### config.mk
export PLATFORM = sky130hd
export DESIGN_NAME = aq_gemac_pause_tx_ctrl
export DESIGN_NICKNAME = d
export VERILOG_FILES = /design/src/rtl/aq_gemac_pkg.sv /design/src/rtl/aq_gemac_quanta_tick.sv /design/src/rtl/aq_gemac_pause_tx_ctrl.sv
export SDC_FILE = /design/constraint.sdc
export NUM_CORES = 1
export LEC_CHECK = 0
export ABC_AREA = 1
export CORE_ASPECT_RATIO = 1.1
export CORE_UTILIZATION = 25
export DETAILED_ROUTE_END_ITERATION = 7
export HOLD_SLACK_MARGIN = 0.03
export SYNTH_ARGS = -nofsm -noshare
export SYNTH_HDL_FRONTEND = slang
export SYNTH_HIERARCHICAL = 1
export SYNTH_SLANG_ARGS = --single-unit
export TNS_END_PERCENT = 30
### constraint.sdc
create_clock -name CLK -period 2.5 [get_ports CLK]
set_clock_uncertainty 0.15 [all_clocks]
set_input_delay 0.25 -clock CLK [delete_from_list [all_inputs] [get_ports CLK]]
set_output_delay 0.25 -clock CLK [all_outputs]
set_load 0.005 [all_outputs]
### src/rtl/aq_gemac_pkg.sv
// Shared types and constants for the GbE MAC PAUSE logic (Tx scheduler and Rx pause counter).
package aq_gemac_pkg;

  localparam int QUANTA_W        = 16;
  localparam int QUANTA_CLKS_DEF = 64;
  localparam logic [QUANTA_W-1:0] CNT_MAX = '1;

  typedef enum logic [1:0] {
    ST_IDLE      = 2'd0,
    ST_XOFF_REQ  = 2'd1,
    ST_XOFF_HOLD = 2'd2,
    ST_XON_REQ   = 2'd3
  } pause_state_e;

endpackage

### src/rtl/aq_gemac_quanta_tick.sv
// Pause-quantum prescaler: counts 0..QUANTA_CLKS-1 while not cleared, pulses tick on wrap.
module aq_gemac_quanta_tick
  import aq_gemac_pkg::*;
#(
  parameter int QUANTA_CLKS = QUANTA_CLKS_DEF
) (
  input  logic clk,
  input  logic rst,
  input  logic clear,
  output logic tick
);

  localparam int CW = (QUANTA_CLKS > 1) ? $clog2(QUANTA_CLKS) : 1;

  logic [CW-1:0] count;

  assign tick = !clear && (count == CW'(QUANTA_CLKS - 1));

  always_ff @(posedge clk) begin
    if (rst || clear) begin
      count <= '0;
    end else if (tick) begin
      count <= '0;
    end else begin
      count <= count + 1'b1;
    end
  end

endmodule

### src/rtl/aq_gemac_pause_tx_ctrl.sv
// Tx PAUSE scheduler: raises XOFF/XON frame requests from Rx FIFO watermarks.
// Optional XON frame generation is enabled by defining AQ_GEMAC_PAUSE_XON_EN.
//
// state        | meaning
// ST_IDLE      | no remote pause in force, watching for XOFF condition
// ST_XOFF_REQ  | XOFF frame requested, waiting for Tx MAC ack
// ST_XOFF_HOLD | XOFF in force, refresh timer running
// ST_XON_REQ   | zero-quanta frame requested, waiting for Tx MAC ack
module aq_gemac_pause_tx_ctrl
  import aq_gemac_pkg::*;
#(
  parameter int FIFO_AW     = 11,
  parameter int QUANTA_CLKS = QUANTA_CLKS_DEF
) (
  input  logic                CLK,
  input  logic                RST,
  input  logic                PAUSE_TX_ENABLE,
  input  logic [FIFO_AW:0]    RX_FIFO_LEVEL,
  input  logic [FIFO_AW:0]    XOFF_THRESH,
  input  logic [FIFO_AW:0]    XON_THRESH,
  input  logic [QUANTA_W-1:0] PAUSE_TIME,
  input  logic [QUANTA_W-1:0] REFRESH_TIME,
  output logic                PAUSE_REQ,
  output logic [QUANTA_W-1:0] PAUSE_REQ_QUANTA,
  input  logic                PAUSE_ACK,
  output logic                XOFF_ACTIVE,
  output logic [QUANTA_W-1:0] PAUSE_FRAME_CNT
);

  pause_state_e        state, state_nxt;
  logic [QUANTA_W-1:0] quanta;
  logic [QUANTA_W-1:0] refresh_cnt;
  logic [QUANTA_W-1:0] frame_cnt;
  logic                xoff_active;
  logic                q_tick;
  logic                xoff_cond, xon_cond, exit_hold;
  logic                refresh_zero_next, refresh_expire, ack_taken;

  aq_gemac_quanta_tick #(
    .QUANTA_CLKS(QUANTA_CLKS)
  ) u_quanta_tick (
    .clk  (CLK),
    .rst  (RST),
    .clear(state != ST_XOFF_HOLD),
    .tick (q_tick)
  );

  assign xoff_cond = (RX_FIFO_LEVEL >= XOFF_THRESH);
  assign xon_cond  = (RX_FIFO_LEVEL < XON_THRESH);
  assign exit_hold = xon_cond || !PAUSE_TX_ENABLE;

  // Expire on the tick that brings the counter to zero so the re-send lands
  // exactly REFRESH_TIME quanta after the accepted XOFF.
  assign refresh_zero_next = (refresh_cnt == '0) || (q_tick && (refresh_cnt == QUANTA_W'(1)));
  assign refresh_expire    = (REFRESH_TIME != '0) && refresh_zero_next && xoff_cond;

  assign PAUSE_REQ        = (state == ST_XOFF_REQ) || (state == ST_XON_REQ);
  assign PAUSE_REQ_QUANTA = quanta;
  assign XOFF_ACTIVE      = xoff_active;
  assign PAUSE_FRAME_CNT  = frame_cnt;
  assign ack_taken        = PAUSE_ACK && PAUSE_REQ;

  always_comb begin
    state_nxt = state;
    case (state)
      ST_IDLE: begin
        if (PAUSE_TX_ENABLE && xoff_cond) state_nxt = ST_XOFF_REQ;
      end
      ST_XOFF_REQ: begin
        if (PAUSE_ACK) state_nxt = ST_XOFF_HOLD;
      end
      ST_XOFF_HOLD: begin
        if (exit_hold) begin
`ifdef AQ_GEMAC_PAUSE_XON_EN
          state_nxt = ST_XON_REQ;
`else
          state_nxt = ST_IDLE;
`endif
        end else if (refresh_expire) begin
          state_nxt = ST_XOFF_REQ;
        end
      end
      ST_XON_REQ: begin
`ifdef AQ_GEMAC_PAUSE_XON_EN
        if (PAUSE_ACK) state_nxt = ST_IDLE;
`else
        state_nxt = ST_IDLE;
`endif
      end
      default: state_nxt = ST_IDLE;
    endcase
  end

  always_ff @(posedge CLK) begin
    if (RST) begin
      state       <= ST_IDLE;
      quanta      <= '0;
      xoff_active <= 1'b0;
      refresh_cnt <= '0;
      frame_cnt   <= '0;
    end else begin
      state <= state_nxt;

      // Quanta is captured on entry so it stays frozen for the whole handshake.
      if ((state_nxt == ST_XOFF_REQ) && (state != ST_XOFF_REQ)) begin
        quanta <= PAUSE_TIME;
      end else if ((state_nxt == ST_XON_REQ) && (state != ST_XON_REQ)) begin
        quanta <= '0;
      end

      if ((state == ST_XOFF_REQ) && ack_taken) begin
        xoff_active <= 1'b1;
      end else if ((state == ST_XOFF_HOLD) &&
                   ((state_nxt == ST_IDLE) || (state_nxt == ST_XON_REQ))) begin
        xoff_active <= 1'b0;
      end

      if ((state == ST_XOFF_REQ) && ack_taken) begin
        refresh_cnt <= REFRESH_TIME;
      end else if (q_tick && (refresh_cnt != '0)) begin
        refresh_cnt <= refresh_cnt - QUANTA_W'(1);
      end

      if (ack_taken && (frame_cnt != CNT_MAX)) begin
        frame_cnt <= frame_cnt + QUANTA_W'(1);
      end
    end
  end

endmodule

==> impl_results.md <==
- Flop pwr share: 34.8%
- Clock input transition at the sequential cells of the worst setup and hold paths: 0.05 ns
- CP startpoint kind: input port
- Nets: 735
- Slowest-stage cell, CP: clkdlybuf4s50_1
- Row cnt: 45
- F_max: 423.6 MHz
- Place WS: -0.3048 ns
- Mapped Area: 3618 sq um
- Worst setup EP type: register
- Tcrit/Tclk final: 94.44%
- Run status: complete, no violations
- Setup Crit Path Kind: in2reg
- Most used cell, CP: nand2_1
- Fillers: 1473
- Top-count cell post-synth: nand2_1
- CTS buffer count: 9
- Crit path largest cell delay: 0.46 ns
- Starting Density: 25.91%
- Footprint of the multi-input gates: 2362 sq um
- Area growth, synth to finish: 53.01%
- Rel. slew slack: 52.25%
- Share of the synthesized area in the top cell type: 31.54%
- Root buffer cell: clkbuf_16
- Switching share of power: 28.99%
- Initial drt markers: 187
- Required @ worst endpoint: 2.61 ns
- Max Cap Viol: 0
- Vias after detailed routing: 3777
- Cells after Synth: 515
- Placed cell area: 4969 sq um
- P_int: 2.032 mW
- IR drop worst, VDD: 0.0003378 V
- GRT overflow: 0
- Final hold violation count: 0
- Worst-path cell chain: clkdlybuf4s50_1 > inv_1 > ha_1 > nand2_1 > nand3_1 > nand2_1 > nand2_1 > nand2_1 > nand2_2 > nand2_2 > nand3_2 > nand2_2 > inv_2 > ha_4 > o21ai_4 > clkbuf_16 > nand3_4 > a21oi_2
- Largest net degree at the start of global routing: 21
- GRT Overall Usage: 13.56%
- Via density: 4.567
- Crit path max-delay family: simple AND/OR/NAND/NOR gates
- Post-synth top cells: nand2_1 (110), inv_1 (75), dfxtp_1 (57)
- Worst Path Arrival: 2.47 ns
- Core Region: 13960 sq um
- Post-cts hold buffer count: 0
- Design area: 5537 sq um
- Layout cell share with drive strength beyond 1: 13.93%
- Post-synth EDFFs: 0
- Final slew viol count: 0
- Clk pwr share: 39.5%
- Synth Register Bits: 57
- Wire per inst: 12.43 um
- Post-route ant nets: 0
- GPL Wtd Cong: 0.8173
- Distinct cells, synth: 35
- H-tree depth: 3
- HPWL Detailed: 7808 um
- Die Wd: 116.7 um
- Vias in the first global route: 3605
- Total wire length: 10280 um
- Yosys Warn Count: 6
- Leading area contributor after synthesis: dfxtp_1
- Crit Path Max Fanout: 6
- Die H: 128.2 um
- CTS Sinks: 57
- Syn nets: 616
- Leak: 2.318 nW
- Worst-margin pin slew: 0.7145 ns
- Initial antenna violation count: 0
- DRC viols: 0
- Avg Inst Size Synth: 7.026 sq um
- I/O pin count: 106
- CTS tree: built
- Final Critical Period: 2.361 ns
- # diodes: 0
- Clk_lat worst skew: 0.32 ns
- Pwr dens: 516.7 nW/um^2
- First-pass GRT wire length: 16100 um
- Asr flop ratio synth: 0%
- Logic gate share of total power: 25.6%
- CP Buf/Inv Count: 4
- I/O Buffers: 105
- Count of final setup violators: 0
- Register area: 1144 sq um
- DIE AREA: 14960 sq um
- Clock Path Buffers: 2
- PnR worst setup slack: 0.1391 ns
- Post-synthesis sequential area ratio: 31.54%
- Psw: 829.3 uW
- Drt pass-1 iters: 4
- Final hold slack: 0.3079 ns
- Top_reg_cell synth: dfxtp_1
- Total power: 2.861 mW
- Worst hold path class: reg2reg
- Top post-synthesis cells by area: dfxtp_1 (32%), nand2_1 (11%), ha_1 (10%), inv_1 (7.8%), a21oi_1 (6.2%)
==> state kept, by name, indices dropped and copies added, names as in the netlist <==
name and cells:
PAUSE_FRAME_CNT 16, PAUSE_REQ_QUANTA 16, refresh_cnt 16, u_quanta_tick/count 6, state 2, XOFF_ACTIVE 1
==> power by group through the flow <==
stage | combinational [mW] | sequential [mW] | clock (mW)
after floorplan | 0.383 | 1.01 | 0
final | 0.733 | 0.996 | 1.13
after CTS | 0.676 | 0.995 | 1.16
after global placement | 0.656 | 1.01 | 0
after detailed placement | 0.672 | 1.01 | 0
after global routing | 0.814 | 1.00 | 1.19
==> metrics by stage <==
step,util (%),instances,TNS [ns]
after floorplan,-,515,0
after global placement,35.58,808,-3.868
after detailed placement,35.58,808,-4.573
after CTS,37.59,824,0
after global routing,39.65,827,-0.003411
final,39.65,827,0
==> area by class of cell <==
cell class | count | area share, %
inverters | 75 | 5.085
multi-input cells | 369 | 42.67
well taps | 188 | 4.249
repair buffers | 122 | 22.37
clock inverters | 3 | 0.2712
clock buffers | 13 | 4.701
flip-flops and latches | 57 | 20.66
==> cells in the final DEF, fill, tap and decap left out, types with 2 or more instances in the layout <==
cell	instances
o211ai_1	2
xor2_1	13
nor3_1	10
a21oi_2	5
inv_2	4
o21ai_4	3
nor2_4	3
a21oi_1	40
nand2_1	101
inv_1	71
o21ai_0	16
ha_1	20
nand4_1	21
xnor2_1	4
clkbuf_1	2
nor2_2	4
clkbuf_16	10
buf_4	13
nand3_2	11
nor4_1	3
dfxtp_1	55
clkbuf_8	2
nand3_1	21
dfxtp_2	2
clkdlybuf4s50_1	96
ha_4	9
clkinv_2	3
nand2_2	10
dlymetal6s2s_1	9
o221ai_1	2
nor2_1	48
nand3_4	4
a31oi_1	8
buf_6	2
==> what timing repair did <==
item	4_1_cts	5_1_grt
resized for setup	2	49
setup endpoints to repair	6	17
endpoints found under the hold margin	0	0
pin swaps	1	18
cloned	0	2
buffers inserted	0	1
==> worst paths after layout <==
kind / slack (ns) / endpoint / depth (start not counted) / startpoint
setup / recovery: 0.14 / PAUSE_REQ_QUANTA[4]$_SDFFE_PP0P_ / 18 / XOFF_THRESH[1]
hold / removal: 0.31 / u_quanta_tick/count[0]$_SDFF_PP0_ / 1 / u_quanta_tick/count[0]$_SDFF_PP0_
setup reg to reg: 0.15 / PAUSE_REQ_QUANTA[4]$_SDFFE_PP0P_ / 16 / u_quanta_tick/count[0]$_SDFF_PP0_
hold reg to reg: 0.31 / u_quanta_tick/count[0]$_SDFF_PP0_ / 1 / u_quanta_tick/count[0]$_SDFF_PP0_
==> metal layers <==
layer	up-vias	global-route usage (%)	routed length [um]
met5	-	0	0
met4	0	4.021	99
met3	8	2.459	485
met2	81	24.12	5237
met1	1746	16.39	4459
li1	1942	-	-
==> kinds of logic after synthesis <==
group | count (synthesis) | share of synthesized area [%]
AND/OR/NAND/NOR | 239 | 31.22
buffers and inverters | 90 | 9.785
AO/OA/AOI/OAI | 83 | 13.31
adder cells (fa/ha/maj) | 29 | 10.03
XOR/XNOR | 17 | 4.115
flip-flops | 57 | 31.54
No activity file was read; power rests on OpenSTA's default activity.
